--- src/rtl/io_pkg.sv ---
// Shared IO-space constants for io_uart: register offsets, STATUS bit indices
// and the UART frame state enum used by both the TX and RX engines.
package io_pkg;

    localparam logic [7:0] IO_UART_TXDATA = 8'h00;
    localparam logic [7:0] IO_UART_STATUS = 8'h04;
    localparam logic [7:0] IO_UART_RXDATA = 8'h08;

    localparam int unsigned ST_TX_FULL  = 8;
    localparam int unsigned ST_TX_EMPTY = 9;
    localparam int unsigned ST_TX_BUSY  = 10;
    localparam int unsigned ST_OVF      = 11;
    localparam int unsigned ST_RX_VALID = 12;
    localparam int unsigned ST_RX_OVR   = 13;

    typedef enum logic [1:0] {
        UART_IDLE,
        UART_START,
        UART_DATA,
        UART_STOP
    } uart_state_e;

endpackage

--- src/rtl/uart_fifo.sv ---
// Synchronous FIFO with occupancy count; a push into a full FIFO is accepted
// only when a pop happens in the same cycle.
module uart_fifo #(
    parameter int unsigned WIDTH = 8,
    parameter int unsigned DEPTH = 8,
    localparam int unsigned AW = $clog2(DEPTH),
    localparam int unsigned CW = AW + 1
) (
    input  logic             clk,
    input  logic             reset,
    input  logic             push,
    input  logic [WIDTH-1:0] wdata,
    input  logic             pop,
    output logic [WIDTH-1:0] rdata,
    output logic             full,
    output logic             empty,
    output logic [CW-1:0]    count
);

    logic [WIDTH-1:0] mem_q [DEPTH];
    logic [AW-1:0]    wr_ptr_q, rd_ptr_q;
    logic [CW-1:0]    count_q, count_d;
    logic             push_ok, pop_ok;

    assign full    = (count_q == CW'(DEPTH));
    assign empty   = (count_q == '0);
    assign count   = count_q;
    assign rdata   = mem_q[rd_ptr_q];
    assign pop_ok  = pop & ~empty;
    assign push_ok = push & (~full | pop_ok);

    always_comb begin
        count_d = count_q + CW'(push_ok) - CW'(pop_ok);
    end

    always_ff @(posedge clk) begin
        if (reset) begin
            wr_ptr_q <= '0;
            rd_ptr_q <= '0;
            count_q  <= '0;
        end else begin
            if (push_ok) begin
                mem_q[wr_ptr_q] <= wdata;
                wr_ptr_q        <= wr_ptr_q + 1'b1;
            end
            if (pop_ok) begin
                rd_ptr_q <= rd_ptr_q + 1'b1;
            end
            count_q <= count_d;
        end
    end

endmodule

--- src/rtl/io_uart.sv ---
// IO-port UART responder: byte writes to TXDATA are queued and sent as 8N1.
// Optional RX path is compiled in with the IO_UART_RX_EN macro.
module io_uart
    import io_pkg::*;
#(
    parameter logic [31:0] BASE_PORT    = 32'h0000_1000,
    parameter int unsigned CLKS_PER_BIT = 16,
    parameter int unsigned FIFO_DEPTH   = 8
) (
    input  logic        clk,
    input  logic        reset,
    input  logic [31:0] port,
    input  logic        isIO,
    input  logic [1:0]  pulse,
    input  logic        rw,
    input  logic [3:0]  size,
    input  logic [63:0] wdata,
    output logic [63:0] rdata,
    output logic        rdata_valid,
    output logic        tx,
    input  logic        rx
);

    localparam int unsigned CW        = $clog2(FIFO_DEPTH) + 1;
    localparam logic [15:0] BAUD_LAST = 16'(CLKS_PER_BIT - 1);

    logic        sel, wr_txdata, clr_sticky, rd_rxdata, rd_any;
    logic [7:0]  offset;
    logic        tx_pop, tx_full, tx_empty;
    logic [CW-1:0] tx_count;
    logic [7:0]  tx_fifo_data;
    logic        rx_valid_w, rx_ovr_w;
    logic [7:0]  rx_data_w;
    logic [63:0] status_w, rd_mux;
    logic        unused_bus;

    uart_state_e tx_state_q;
    logic [15:0] tx_baud_q;
    logic [2:0]  tx_bit_q;
    logic [7:0]  tx_shift_q;
    logic        tx_q, ovf_q, rdata_valid_q;
    logic [63:0] rdata_q;

    assign sel        = isIO & pulse[0] & (port[31:8] == BASE_PORT[31:8]);
    assign offset     = port[7:0];
    assign wr_txdata  = sel & rw & (offset == IO_UART_TXDATA);
    assign clr_sticky = sel & rw & (offset == IO_UART_STATUS) & wdata[0];
    assign rd_rxdata  = sel & ~rw & (offset == IO_UART_RXDATA);
    assign rd_any     = sel & ~rw;
    assign unused_bus = ^{size, pulse[1], wdata[63:8]};

    uart_fifo #(.WIDTH(8), .DEPTH(FIFO_DEPTH)) u_tx_fifo (
        .clk   (clk),
        .reset (reset),
        .push  (wr_txdata),
        .wdata (wdata[7:0]),
        .pop   (tx_pop),
        .rdata (tx_fifo_data),
        .full  (tx_full),
        .empty (tx_empty),
        .count (tx_count)
    );

    // Pop in IDLE or on the last STOP cycle, so back-to-back frames have no gap.
    assign tx_pop = ~tx_empty & ((tx_state_q == UART_IDLE) |
                                 ((tx_state_q == UART_STOP) & (tx_baud_q == '0)));

    always_ff @(posedge clk) begin
        if (reset) begin
            tx_state_q <= UART_IDLE;
            tx_baud_q  <= '0;
            tx_bit_q   <= '0;
            tx_shift_q <= '0;
            tx_q       <= 1'b1;
        end else begin
            case (tx_state_q)
                UART_IDLE: begin
                    if (tx_pop) begin
                        tx_shift_q <= tx_fifo_data;
                        tx_baud_q  <= BAUD_LAST;
                        tx_q       <= 1'b0;
                        tx_state_q <= UART_START;
                    end
                end
                UART_START: begin
                    if (tx_baud_q == '0) begin
                        tx_baud_q  <= BAUD_LAST;
                        tx_bit_q   <= '0;
                        tx_q       <= tx_shift_q[0];
                        tx_state_q <= UART_DATA;
                    end else begin
                        tx_baud_q <= tx_baud_q - 1'b1;
                    end
                end
                UART_DATA: begin
                    if (tx_baud_q == '0) begin
                        tx_baud_q <= BAUD_LAST;
                        if (tx_bit_q == 3'd7) begin
                            tx_q       <= 1'b1;
                            tx_state_q <= UART_STOP;
                        end else begin
                            tx_bit_q   <= tx_bit_q + 1'b1;
                            tx_shift_q <= tx_shift_q >> 1;
                            tx_q       <= tx_shift_q[1];
                        end
                    end else begin
                        tx_baud_q <= tx_baud_q - 1'b1;
                    end
                end
                UART_STOP: begin
                    if (tx_baud_q == '0) begin
                        if (tx_pop) begin
                            tx_shift_q <= tx_fifo_data;
                            tx_baud_q  <= BAUD_LAST;
                            tx_q       <= 1'b0;
                            tx_state_q <= UART_START;
                        end else begin
                            tx_state_q <= UART_IDLE;
                        end
                    end else begin
                        tx_baud_q <= tx_baud_q - 1'b1;
                    end
                end
                default: tx_state_q <= UART_IDLE;
            endcase
        end
    end

`ifdef IO_UART_RX_EN
    localparam logic [15:0] BAUD_HALF = 16'(CLKS_PER_BIT / 2 - 1);

    logic [1:0]  rx_sync_q;
    uart_state_e rx_state_q;
    logic [15:0] rx_baud_q;
    logic [2:0]  rx_bit_q;
    logic [7:0]  rx_shift_q, rx_data_q;
    logic        rx_valid_q, rx_ovr_q, rx_s;

    assign rx_s       = rx_sync_q[1];
    assign rx_valid_w = rx_valid_q;
    assign rx_ovr_w   = rx_ovr_q;
    assign rx_data_w  = rx_data_q;

    always_ff @(posedge clk) begin
        if (reset) begin
            rx_sync_q  <= 2'b11;
            rx_state_q <= UART_IDLE;
            rx_baud_q  <= '0;
            rx_bit_q   <= '0;
            rx_shift_q <= '0;
            rx_data_q  <= '0;
            rx_valid_q <= 1'b0;
            rx_ovr_q   <= 1'b0;
        end else begin
            rx_sync_q <= {rx_sync_q[0], rx};
            if (rd_rxdata) rx_valid_q <= 1'b0;
            if (clr_sticky) rx_ovr_q <= 1'b0;
            case (rx_state_q)
                UART_IDLE: begin
                    if (!rx_s) begin
                        rx_baud_q  <= BAUD_HALF;
                        rx_state_q <= UART_START;
                    end
                end
                UART_START: begin
                    if (rx_baud_q == '0) begin
                        rx_baud_q  <= BAUD_LAST;
                        rx_bit_q   <= '0;
                        rx_state_q <= rx_s ? UART_IDLE : UART_DATA;
                    end else begin
                        rx_baud_q <= rx_baud_q - 1'b1;
                    end
                end
                UART_DATA: begin
                    if (rx_baud_q == '0) begin
                        rx_baud_q  <= BAUD_LAST;
                        rx_shift_q <= {rx_s, rx_shift_q[7:1]};
                        rx_bit_q   <= rx_bit_q + 1'b1;
                        if (rx_bit_q == 3'd7) rx_state_q <= UART_STOP;
                    end else begin
                        rx_baud_q <= rx_baud_q - 1'b1;
                    end
                end
                UART_STOP: begin
                    if (rx_baud_q == '0) begin
                        rx_state_q <= UART_IDLE;
                        if (rx_s) begin
                            rx_data_q  <= rx_shift_q;
                            rx_valid_q <= 1'b1;
                            if (rx_valid_q && !rd_rxdata) rx_ovr_q <= 1'b1;
                        end
                    end else begin
                        rx_baud_q <= rx_baud_q - 1'b1;
                    end
                end
                default: rx_state_q <= UART_IDLE;
            endcase
        end
    end
`else
    logic unused_rx;
    assign unused_rx  = rx;
    assign rx_valid_w = 1'b0;
    assign rx_ovr_w   = 1'b0;
    assign rx_data_w  = '0;
`endif

    always_comb begin
        status_w              = '0;
        status_w[7:0]         = 8'(tx_count);
        status_w[ST_TX_FULL]  = tx_full;
        status_w[ST_TX_EMPTY] = tx_empty;
        status_w[ST_TX_BUSY]  = (tx_state_q != UART_IDLE);
        status_w[ST_OVF]      = ovf_q;
        status_w[ST_RX_VALID] = rx_valid_w;
        status_w[ST_RX_OVR]   = rx_ovr_w;
    end

    always_comb begin
        rd_mux = '0;
        case (offset)
            IO_UART_STATUS: rd_mux = status_w;
            IO_UART_RXDATA: rd_mux = rx_valid_w ? {56'b0, rx_data_w} : '0;
            default:        rd_mux = '0;
        endcase
    end

    always_ff @(posedge clk) begin
        if (reset) begin
            ovf_q         <= 1'b0;
            rdata_q       <= '0;
            rdata_valid_q <= 1'b0;
        end else begin
            if (clr_sticky) begin
                ovf_q <= 1'b0;
            end else if (wr_txdata && tx_full && !tx_pop) begin
                ovf_q <= 1'b1;
            end
            rdata_valid_q <= rd_any;
            if (rd_any) rdata_q <= rd_mux;
        end
    end

    assign tx          = tx_q;
    assign rdata       = rdata_q;
    assign rdata_valid = rdata_valid_q;

endmodule
--- config.mk ---
export PLATFORM = sky130hd
export DESIGN_NAME = io_uart
export DESIGN_NICKNAME = d
export VERILOG_FILES = /design/src/rtl/io_pkg.sv /design/src/rtl/uart_fifo.sv /design/src/rtl/io_uart.sv
export SDC_FILE = /design/constraint.sdc
export NUM_CORES = 1
export LEC_CHECK = 0
export BUFFER_PORTS_ARGS = -buffer_cell sky130_fd_sc_hd__buf_2
export CAP_MARGIN = 0
export CORE_MARGIN = 4
export CORE_UTILIZATION = 40
export CTS_BUF_LIST = sky130_fd_sc_hd__clkbuf_8
export DETAILED_ROUTE_END_ITERATION = 12
export GPL_ROUTABILITY_DRIVEN = 1
export PLACE_DENSITY = 0.67
export RECOVER_POWER = 100
export SYNTH_ARGS = -nofsm -noshare
export SYNTH_HDL_FRONTEND = slang
export SYNTH_SLANG_ARGS = --single-unit
--- constraint.sdc ---
create_clock -name clk -period 8.5 [get_ports clk]
set_clock_uncertainty 0.2 [all_clocks]
set_input_delay 1.7 -clock clk [delete_from_list [all_inputs] [get_ports clk]]
set_output_delay 1.7 -clock clk [all_outputs]
set_load 0.05 [all_outputs]
==> results.toml, run 1 <==
[sta]
max_freq_mhz = 198
slew_viol_final = 42
tightestPinTransition_ns = 1.92
setup_viol = 0
slew_headroom_pct = -27.8
tns_ns = 0
fin_crit_sh_pct = 59.5
holdWs_ns = 0.265
layout_min_cycle_time_ns = 5.05
hold_viol_final = 0
setup_slack_ns = 3.45
rsz0062_at_grt = "false"

[cts]
clock-sinks = 117
htreeDepth = 4
post_cts.repair.setup_buffers = 0
cts_made_buffers = 17
cts_resized = 0
hold_buffers = 0
cts_buffer_depth = 2
clk_pin_slew_ns = 0.07
clock_latency_ns = 0.44
root_buffer = "clkbuf_8"
cts_tree = "built"

[cells_and_area]
final_area_um2 = 6300
fin_nets = 661
drive_gt1_share_pct = 17.8
area_delta_synth_final_pct = 9.52
antenna_cells = 0

[global_routing]
grt_antenna_before_repair = 0
grt_pass1_vias = 3624
grt_max_degree = 42
grt_usage_pct = 14.1
grt_overflow_total = 0
grt_pass1_wl_um = 18300

[worst_setup_path]
cp_common_cell = "clkbuf_1"
worstPathCellList = "clkbuf_1 -> clkinv_1 -> nand2_1 -> nor4_1 -> clkbuf_1"
path_class = "input port to flop"
path_delay_family = "buffers and inverters"
slowest_stage = "clkbuf_1"
cp-start-kind = "input port"
critPathCaptureType = "flop"
cp.buffers_inverters = 3
cp_max_fo = 41
arrival_ns = 4.96
crit_path_max_incr_delay_ns = 1.35
cp.required_ns = 8.40

[floorplanning]
die_area_um2 = 16400
start_util_pct = 41.1
rows = 43
die_w_um = 128
io_pins = 173
die_h_um = 128
coreArea_um2 = 14000

[synthesis]
yosys-top-cells-area = "edfxtp_1 (33%), dfxtp_1 (18%), buf_4 (7.4%)"
yosysSeqAreaShare_pct = 51.8
synth_seq_cells = 117
yosysUniqueCellTypes = 73
async_flop_share_pct = 0
netlist_area_um2 = 5760
synthFlopType = "edfxtp_1"
ys_warn_count = 0
synth.largest_area_cell = "edfxtp_1"
avgSynthCellArea_um2 = 12.0
synth_edf_count = 64
synth_top_area_share_pct = 33.4
synth_cells = 479

[placement]
portBuffers = 54
post-place-ws_ns = 4.07
place_congestion = 0.801
dpl_cell_area_um2 = 6000
post-dp-hpwl_um = 7840

[run_status]
status = "finished with violations"
violations = "capacitance limit, slew limit"

[detailed_routing]
via_per_inst = 5.22
dr.pass1.iters = 5
first_iter_violations = 142
wl_um = 11300
ant_nets = 0
drc = 0
wl_per_cell_um = 15.5
vias = 3814

[pwr]
p_per_area_nw_per_um2 = 311
p_leak_nw = 2.28
peakVddDrop_mv = 0.164
fin_total_pwr_w = 0.00196

[min_path]
hold_path_class = "flop to flop"

[job]
maxCapViolCount = 1
-- metrics by stage --
stage,cells,utilization [%]
2_1_floorplan,534,-
3_3_place_gp,698,42.9
3_5_place_dp,698,42.9
4_1_cts,730,45.6
5_1_grt,730,45.1
6_report,730,45.1
-- state kept, by name, summed over array words and instances (netlist names), named ones only --
register,cells
tx_bit_q,3
ovf_q,1
tx_state_q,2
tx_shift_q,8
tx_baud_q,16
rdata,8
u_tx_fifo.mem_q,64
u_tx_fifo.wr_ptr_q,3
u_tx_fifo.rd_ptr_q,3
u_tx_fifo.count,4
rdata_valid,1
tx,1
-- where the power goes --
part / internal (W) / leakage (nW) / switching [W]
Combinational: 0.000294 / 1.09 / 0.000456
Sequential: 0.000655 / 1.01 / 0.0000737
Clock: 0.000237 / 0.187 / 0.000245
-- worst paths after layout --
path / slack, ns / end / start / cells past startpoint
setup / recovery: 3.45 / u_tx_fifo.mem_q[6][1] / reset / 5
hold / removal: 0.26 / rdata[2] / u_tx_fifo.count[2] / 1
setup reg to reg: 4.66 / u_tx_fifo.mem_q[3][1] / tx_baud_q[0] / 7
hold reg to reg: 0.26 / rdata[2] / u_tx_fifo.count[2] / 1
-- cells by family after synthesis --
logic type | synth area share [%]
simple gates | 12.9
flops | 51.8
compound gates | 13.0
buf+inv | 9.98
mux | 7.70
fa+ha+maj | 3.83
xor+xnor | 0.761
other cells | 0.0652
-- cell usage in the layout, fill, tap and decap left out, types with 4 or more instances in the layout --
cell type	n
inv_6	8
nor4b_1	4
buf_2	35
ha_1	16
a22o_1	5
a31oi_1	6
nand2_1	20
a41o_1	7
nor2b_1	5
o21ai_0	7
o221ai_1	6
nand4_1	6
a311oi_1	7
nand3_1	4
o21ai_1	4
o31ai_1	4
dfxtp_1	53
nor3_1	5
edfxtp_1	64
o2bb2ai_1	4
nor4_1	12
mux2i_1	6
a211oi_1	10
nand2b_1	11
mux4_2	16
clkbuf_8	17
clkbuf_1	26
nor2_1	27
a21oi_1	20
conb_1	56
inv_1	14
-- routing by layer --
layer  wire (um)  vias to the layer above  global-route usage (%)
met5           0                        -                       0
met4         152                        0                    5.62
li1            -                     1843                       -
met2        5530                      121                    22.6
met3         593                       14                    3.54
met1        5050                     1836                    18.5
-- Yosys cell counts, drive strengths merged (3+ instances only) --
cell     instances
nand2           20
and2             3
buf             67
o221ai           6
o21ai           11
nor4b            4
nand4            6
edfxtp          64
nand2b          11
inv             14
mux2i            6
o221a            3
a31oi            6
nor4            14
xnor2            3
and3             3
o31ai            4
nand3            5
ha              16
o2bb2ai          4
o211ai           3
nor2            27
a22o             5
nor2b            5
a21oi           20
mux4            16
a311oi           8
a41o             7
a211oi          10
or4              3
clkbuf          10
nor3             8
dfxtp           53
-- final cells by class --
type	count	area, um2
clock buffer	17	234
fill	1285	7680
multi-input combinational	324	2390
tap	180	225
clock inverter	15	141
timing repair buffer	61	273
sequential	117	2980
inverter	16	60.1
Power figures use the tool's default switching activity.
==> run 2, diff against run 1 <==
- clock period: 8.5 -> 5 ns (I/O delays scaled with it)
==> run 2 against run 1 <==
The run still ends with capacitance limit, slew limit left. Register-to-register slack got worse by 3.4 ns. Via count rose by 1.4%. Global-route usage grew 0.45 points. Setup slack worse by 2.2 ns. Combinational power increased by 72%. Hold slack better by 0.0067 ns. Non-clock buffer count grew 1. Critical path type is now flop to flop. Critical endpoint is now tx_baud_q[13].
==> results.toml, run 2 (synthesized netlist as in run 1, its figures left out) <==
[sta]
hold_viol_final = 0
holdWs_ns = 0.271
fin_crit_sh_pct = 74.1
max_freq_mhz = 270
rsz0062_at_grt = "false"
slew_viol_final = 13
layout_min_cycle_time_ns = 3.70
setup_viol = 0
tns_ns = 0
tightestPinTransition_ns = 1.55
slew_headroom_pct = -4.17

[global_routing]
grt_overflow_total = 0
grt_max_degree = 42
grt_pass1_wl_um = 19000
grt_antenna_before_repair = 0
grt_pass1_vias = 3749
grt_usage_pct = 14.6

[worst_setup_path]
critPathCaptureType = "flop"
reg2reg_from = "tx_baud_q[0]"
worstPathCellList = "inv_1 -> ha_1 -> nor4b_1 -> and4_1 -> o21ai_0 -> o21ai_0 -> o311ai_1"
cp-startpoint = "tx_baud_q[0]"
r2r-end = "tx_baud_q[13]"
slowest_stage = "o21ai_0"
r2r_setup_slack_ns = 1.30
arrival_ns = 3.83
cp-start-kind = "flop"
path_class = "flop to flop"
cp-endpoint = "tx_baud_q[13]"
crit_path_max_incr_delay_ns = 0.87
ff2ff_path_depth = 7
cp.required_ns = 5.12
cp_common_cell = "o21ai_0"
cp_max_fo = 12

[cts]
post_cts.repair.setup_buffers = 0
htreeDepth = 4
root_buffer = "clkbuf_8"
clk_pin_slew_ns = 0.08
cts_made_buffers = 17
cts_tree = "built"
cts_resized = 0
cts_buffer_depth = 2
clock-sinks = 117
hold_buffers = 0
clock_latency_ns = 0.44

[detailed_routing]
ant_nets = 0
drc = 0
wl_per_cell_um = 16.1
wl_um = 11800
dr.pass1.iters = 5
vias = 3868
first_iter_violations = 178
via_per_inst = 5.29

[pwr]
fin_total_pwr_w = 0.00344
p_leak_nw = 2.31
peakVddDrop_mv = 0.225
p_per_area_nw_per_um2 = 541

[placement]
place_congestion = 0.770
post-dp-hpwl_um = 8140
portBuffers = 54

[cells_and_area]
final_common_cell = "edfxtp_1"
top_regs = "u_tx_fifo.mem_q: 64 flops, tx_baud_q: 16 flops"
area_delta_synth_final_pct = 10.4
drive_gt1_share_pct = 18.1
regMostFlops = "u_tx_fifo.mem_q"
fin_nets = 662
fin_util_pct = 45.4
largest_reg_flops = 64
antenna_cells = 0
mostFrequentLayoutCells = "edfxtp_1 (64), conb_1 (56), dfxtp_1 (53)"
fill_cells = 1289

[run_status]
status = "finished with violations"
violations = "capacitance limit, slew limit"

[floorplanning]
die_h_um = 128
start_util_pct = 41.1
die_area_um2 = 16400
io_pins = 173
coreArea_um2 = 14000
rows = 43
die_w_um = 128

[job]
maxCapViolCount = 1

[min_path]
hold_path_class = "flop to flop"
## run 2: changes by cell type in the layout (fill, tap and decap cells not counted), moves of 2 or more
| cell | before | now |
|---|---|---|
| inv_6 | 8 | 5 |
| o21ai_0 | 7 | 9 |
| o21ai_1 | 4 | 2 |
| inv_8 | 0 | 5 |
## run 2: worst min path at each step
| stage | from | to | slack (ns) | cells past startpoint |
|---|---|---|---|---|
| after floorplan | ovf_q | ovf_q | 0.24 | 1 |
| after global placement | u_tx_fifo.count[2] | rdata[2] | 0.25 | 1 |
| after detailed placement | tx_shift_q[7] | tx_shift_q[7] | 0.26 | 2 |
| after CTS | tx_shift_q[7] | tx_shift_q[7] | 0.27 | 2 |
| after global routing | tx_shift_q[7] | tx_shift_q[7] | 0.29 | 2 |
| final | tx_shift_q[7] | tx_shift_q[7] | 0.27 | 2 |
## run 2: where the power goes
part / internal (W) / switching, W / total, W
Combinational: 0.000501 / 0.000786 / 0.00129
Clock: 0.000467 / 0.000441 / 0.000909
Sequential: 0.00111 / 0.000129 / 0.00124
## run 2: cell type report
type / instances / area, um2 / share of cell area, %
Sequential cell: 117 / 2980 / 47.0
Multi-Input combinational cell: 324 / 2390 / 37.6
Timing Repair Buffer: 62 / 278 / 4.37
Clock buffer: 17 / 234 / 3.68
Tap cell: 180 / 225 / 3.55
Clock inverter: 15 / 184 / 2.90
Inverter: 16 / 60.1 / 0.945
## run 2: through the flow
stage / cells / setup WS (ns) / instance area (um2)
finish: 731 / 1.30 / 6350
global route: 731 / 1.06 / 6350
CTS: 731 / 1.84 / 6420
detailed placement: 699 / 1.43 / 6000
global placement: 699 / 1.47 / 6000
floorplan: 534 / 1.38 / 5960
## run 2: critical path: cells and delay by family, from the launching register on
kind                       cells  cell delay (ns)
DFF                            1             0.43
and+or+nand+nor                2             0.45
adders and majority gates      1             0.20
AOI/OAI and AO/OA              3             2.21
buffers and inverters          1             0.09
## run 2: per-layer routing
layer	vias up	GRT usage (%)	wire (um)
met5	-	0	0
met4	0	5.62	147
met3	14	3.46	532
met2	89	24.3	6000
met1	1920	18.5	5100
li1	1845	-	-
==> run 3, diff against run 2 <==
- ABC_AREA: unset -> 1
- PLACE_DENSITY: 0.67 -> 0.66
- clock period: 5 -> 3.5 ns (I/O delays scaled with it)
==> run 3 against run 2 <==
The run now ends clean. Register-to-register slack got worse by 0.75 ns. Count of clock-buffer cells in the layout grew 2. Final cell count grew 30%. Critical path depth rose by 5. Die area is 2.8% higher. Sequential share of layout area fell by 1.1 points. Hold slack got worse by 0.0088 ns. Wire length unchanged. Clock power grew 22%. Critical endpoint is now u_tx_fifo.mem_q[2][4]. Critical path type unchanged.
==> results.toml, run 3 <==
[synthesis]
yosysMostFrequentCell = "nand2_1"
synth_common_cells = "nand2_1 (145), nor2_1 (79), nand3_1 (70)"
async_flop_share_pct = 0
netlist_area_um2 = 5930
synth_cells = 690
yosysSeqAreaShare_pct = 50.3
ys_warn_count = 0
yosys-top-cells-area = "edfxtp_1 (32%), dfxtp_1 (18%), nand2_1 (9.2%)"
synth_edf_count = 64
synth.largest_area_cell = "edfxtp_1"
synthFlopType = "edfxtp_1"
synth_top_area_share_pct = 32.4
synth_seq_cells = 117
yosysUniqueCellTypes = 37
avgSynthCellArea_um2 = 8.60

[cts]
clock-sinks = 117
cts_resized = 0
htreeDepth = 4
clock_latency_ns = 0.45
clk_pin_slew_ns = 0.07
post_cts.repair.setup_buffers = 0
root_buffer = "clkbuf_8"
hold_buffers = 0
cts_buffer_depth = 2
cts_made_buffers = 17
cts_tree = "built"

[detailed_routing]
first_iter_violations = 244
drc = 0
wl_per_cell_um = 12.4
wl_um = 11800
vias = 4475
ant_nets = 0
via_per_inst = 4.70
dr.pass1.iters = 5

[floorplanning]
die_w_um = 130
die_area_um2 = 16800
coreArea_um2 = 14500
io_pins = 173
start_util_pct = 40.8
die_h_um = 130
rows = 44

[worst_setup_path]
cp-start-kind = "flop"
path_class = "flop to flop"
ff2ff_path_depth = 12
crit_path_max_incr_delay_ns = 0.46
worstPathCellList = "inv_1 -> ha_1 -> nand3_1 -> nor2_1 -> nand3_2 -> nand2_1 -> nand2_4 -> nand2_1 -> nand2_2 -> or2_0 -> nor2_2 -> clkbuf_1"
arrival_ns = 2.83
cp_common_cell = "nand2_1"
cp_max_fo = 11
cp.required_ns = 3.38
slowest_stage = "clkbuf_1"
critPathCaptureType = "flop"

[min_path]
hold_depth = 2
hold_path_class = "flop to flop"

[sta]
hold_viol_final = 0
slew_viol_final = 0
setup_viol = 0
layout_min_cycle_time_ns = 2.95
tns_ns = 0
fin_crit_sh_pct = 84.3
slew_headroom_pct = 29.4
rsz0062_at_grt = "false"
max_freq_mhz = 339
tightestPinTransition_ns = 1.06

[cells_and_area]
area_delta_synth_final_pct = 9.64
fin_util_pct = 44.7
drive_gt1_share_pct = 12.4
final_common_cell = "nand2_1"
regMostFlops = "u_tx_fifo.mem_q"
fin_nets = 880
top_regs = "u_tx_fifo.mem_q: 64 flops, tx_baud_q: 16 flops"
antenna_cells = 0
largest_reg_flops = 64
mostFrequentLayoutCells = "nand2_1 (147), nor2_1 (82), nand3_1 (70)"

[pwr]
p_leak_nw = 2.76
peakVddDrop_mv = 0.360
p_per_area_nw_per_um2 = 730

[global_routing]
grt_max_degree = 39
grt_pass1_wl_um = 19200
grt_antenna_before_repair = 0
grt_usage_pct = 14.5
grt_overflow_total = 0
grt_pass1_vias = 4107

[placement]
post-dp-hpwl_um = 8090
portBuffers = 54
place_congestion = 0.779

[job]
maxCapViolCount = 0

[run_status]
status = "completed"
-- run 3: kinds of logic (layout without fill, tap and decap cells) --
group           after synthesis  count (layout)  share of synthesized area, %
flops                       117             117                          50.3
other cells                   1              56                        0.0632
fa+ha+maj                    17              17                          3.71
simple gates                335             335                          24.8
compound gates               81              81                          7.53
xor+xnor                     11              11                          1.62
buf+inv                     128             152                          11.9
-- run 3: per-layer routing --
layer / wire length [um] / vias to the layer above / global-route usage, %
met1: 5400 / 2029 / 18.5
met3: 775 / 17 / 3.77
met2: 5390 / 132 / 23.2
li1: - / 2297 / -
met4: 208 / 0 / 6.36
met5: 0 / - / 0
-- run 3: worst paths after layout --
check | start | to | slack [ns]
max | tx_baud_q[0] | u_tx_fifo.mem_q[2][4] | 0.55
max reg2reg | tx_baud_q[0] | u_tx_fifo.mem_q[2][4] | 0.55
min | ovf_q | ovf_q | 0.26
min reg2reg | ovf_q | ovf_q | 0.26
-- run 3: worst max-delay path: cells and delay by family, from the launching register on --
kind	cells	cell delay [ns]
fa+ha+maj	1	0.17
buf+inv	2	0.59
flops	1	0.31
simple gates	9	1.32
-- run 3: area by class of cell --
type	instances	area, um2
sequential	117	2980
fill	1478	8030
multi-input combinational	500	2410
inverter	54	203
clock buffer	19	262
timing repair buffer	66	315
tap	184	230
clock inverter	13	100
-- run 3: report_power, final --
group          switching, W  internal [W]  total (W)
combinational       0.00132      0.000629    0.00195
sequential         0.000101       0.00159    0.00169
clock              0.000578      0.000533    0.00111
-- run 3: per-stage QoR --
stage	worst slack [ns]	hold slack, ns	cells	instance area, um2	total power (W)
after CTS	0.729	0.264	953	6580	0.00484
after detailed placement	0.433	0.252	921	6220	0.00371
final	0.549	0.263	953	6500	0.00474
after floorplan	0.969	0.231	745	6140	0.00340
after global placement	0.483	0.248	921	6220	0.00369
after global routing	0.289	0.292	953	6500	0.00514
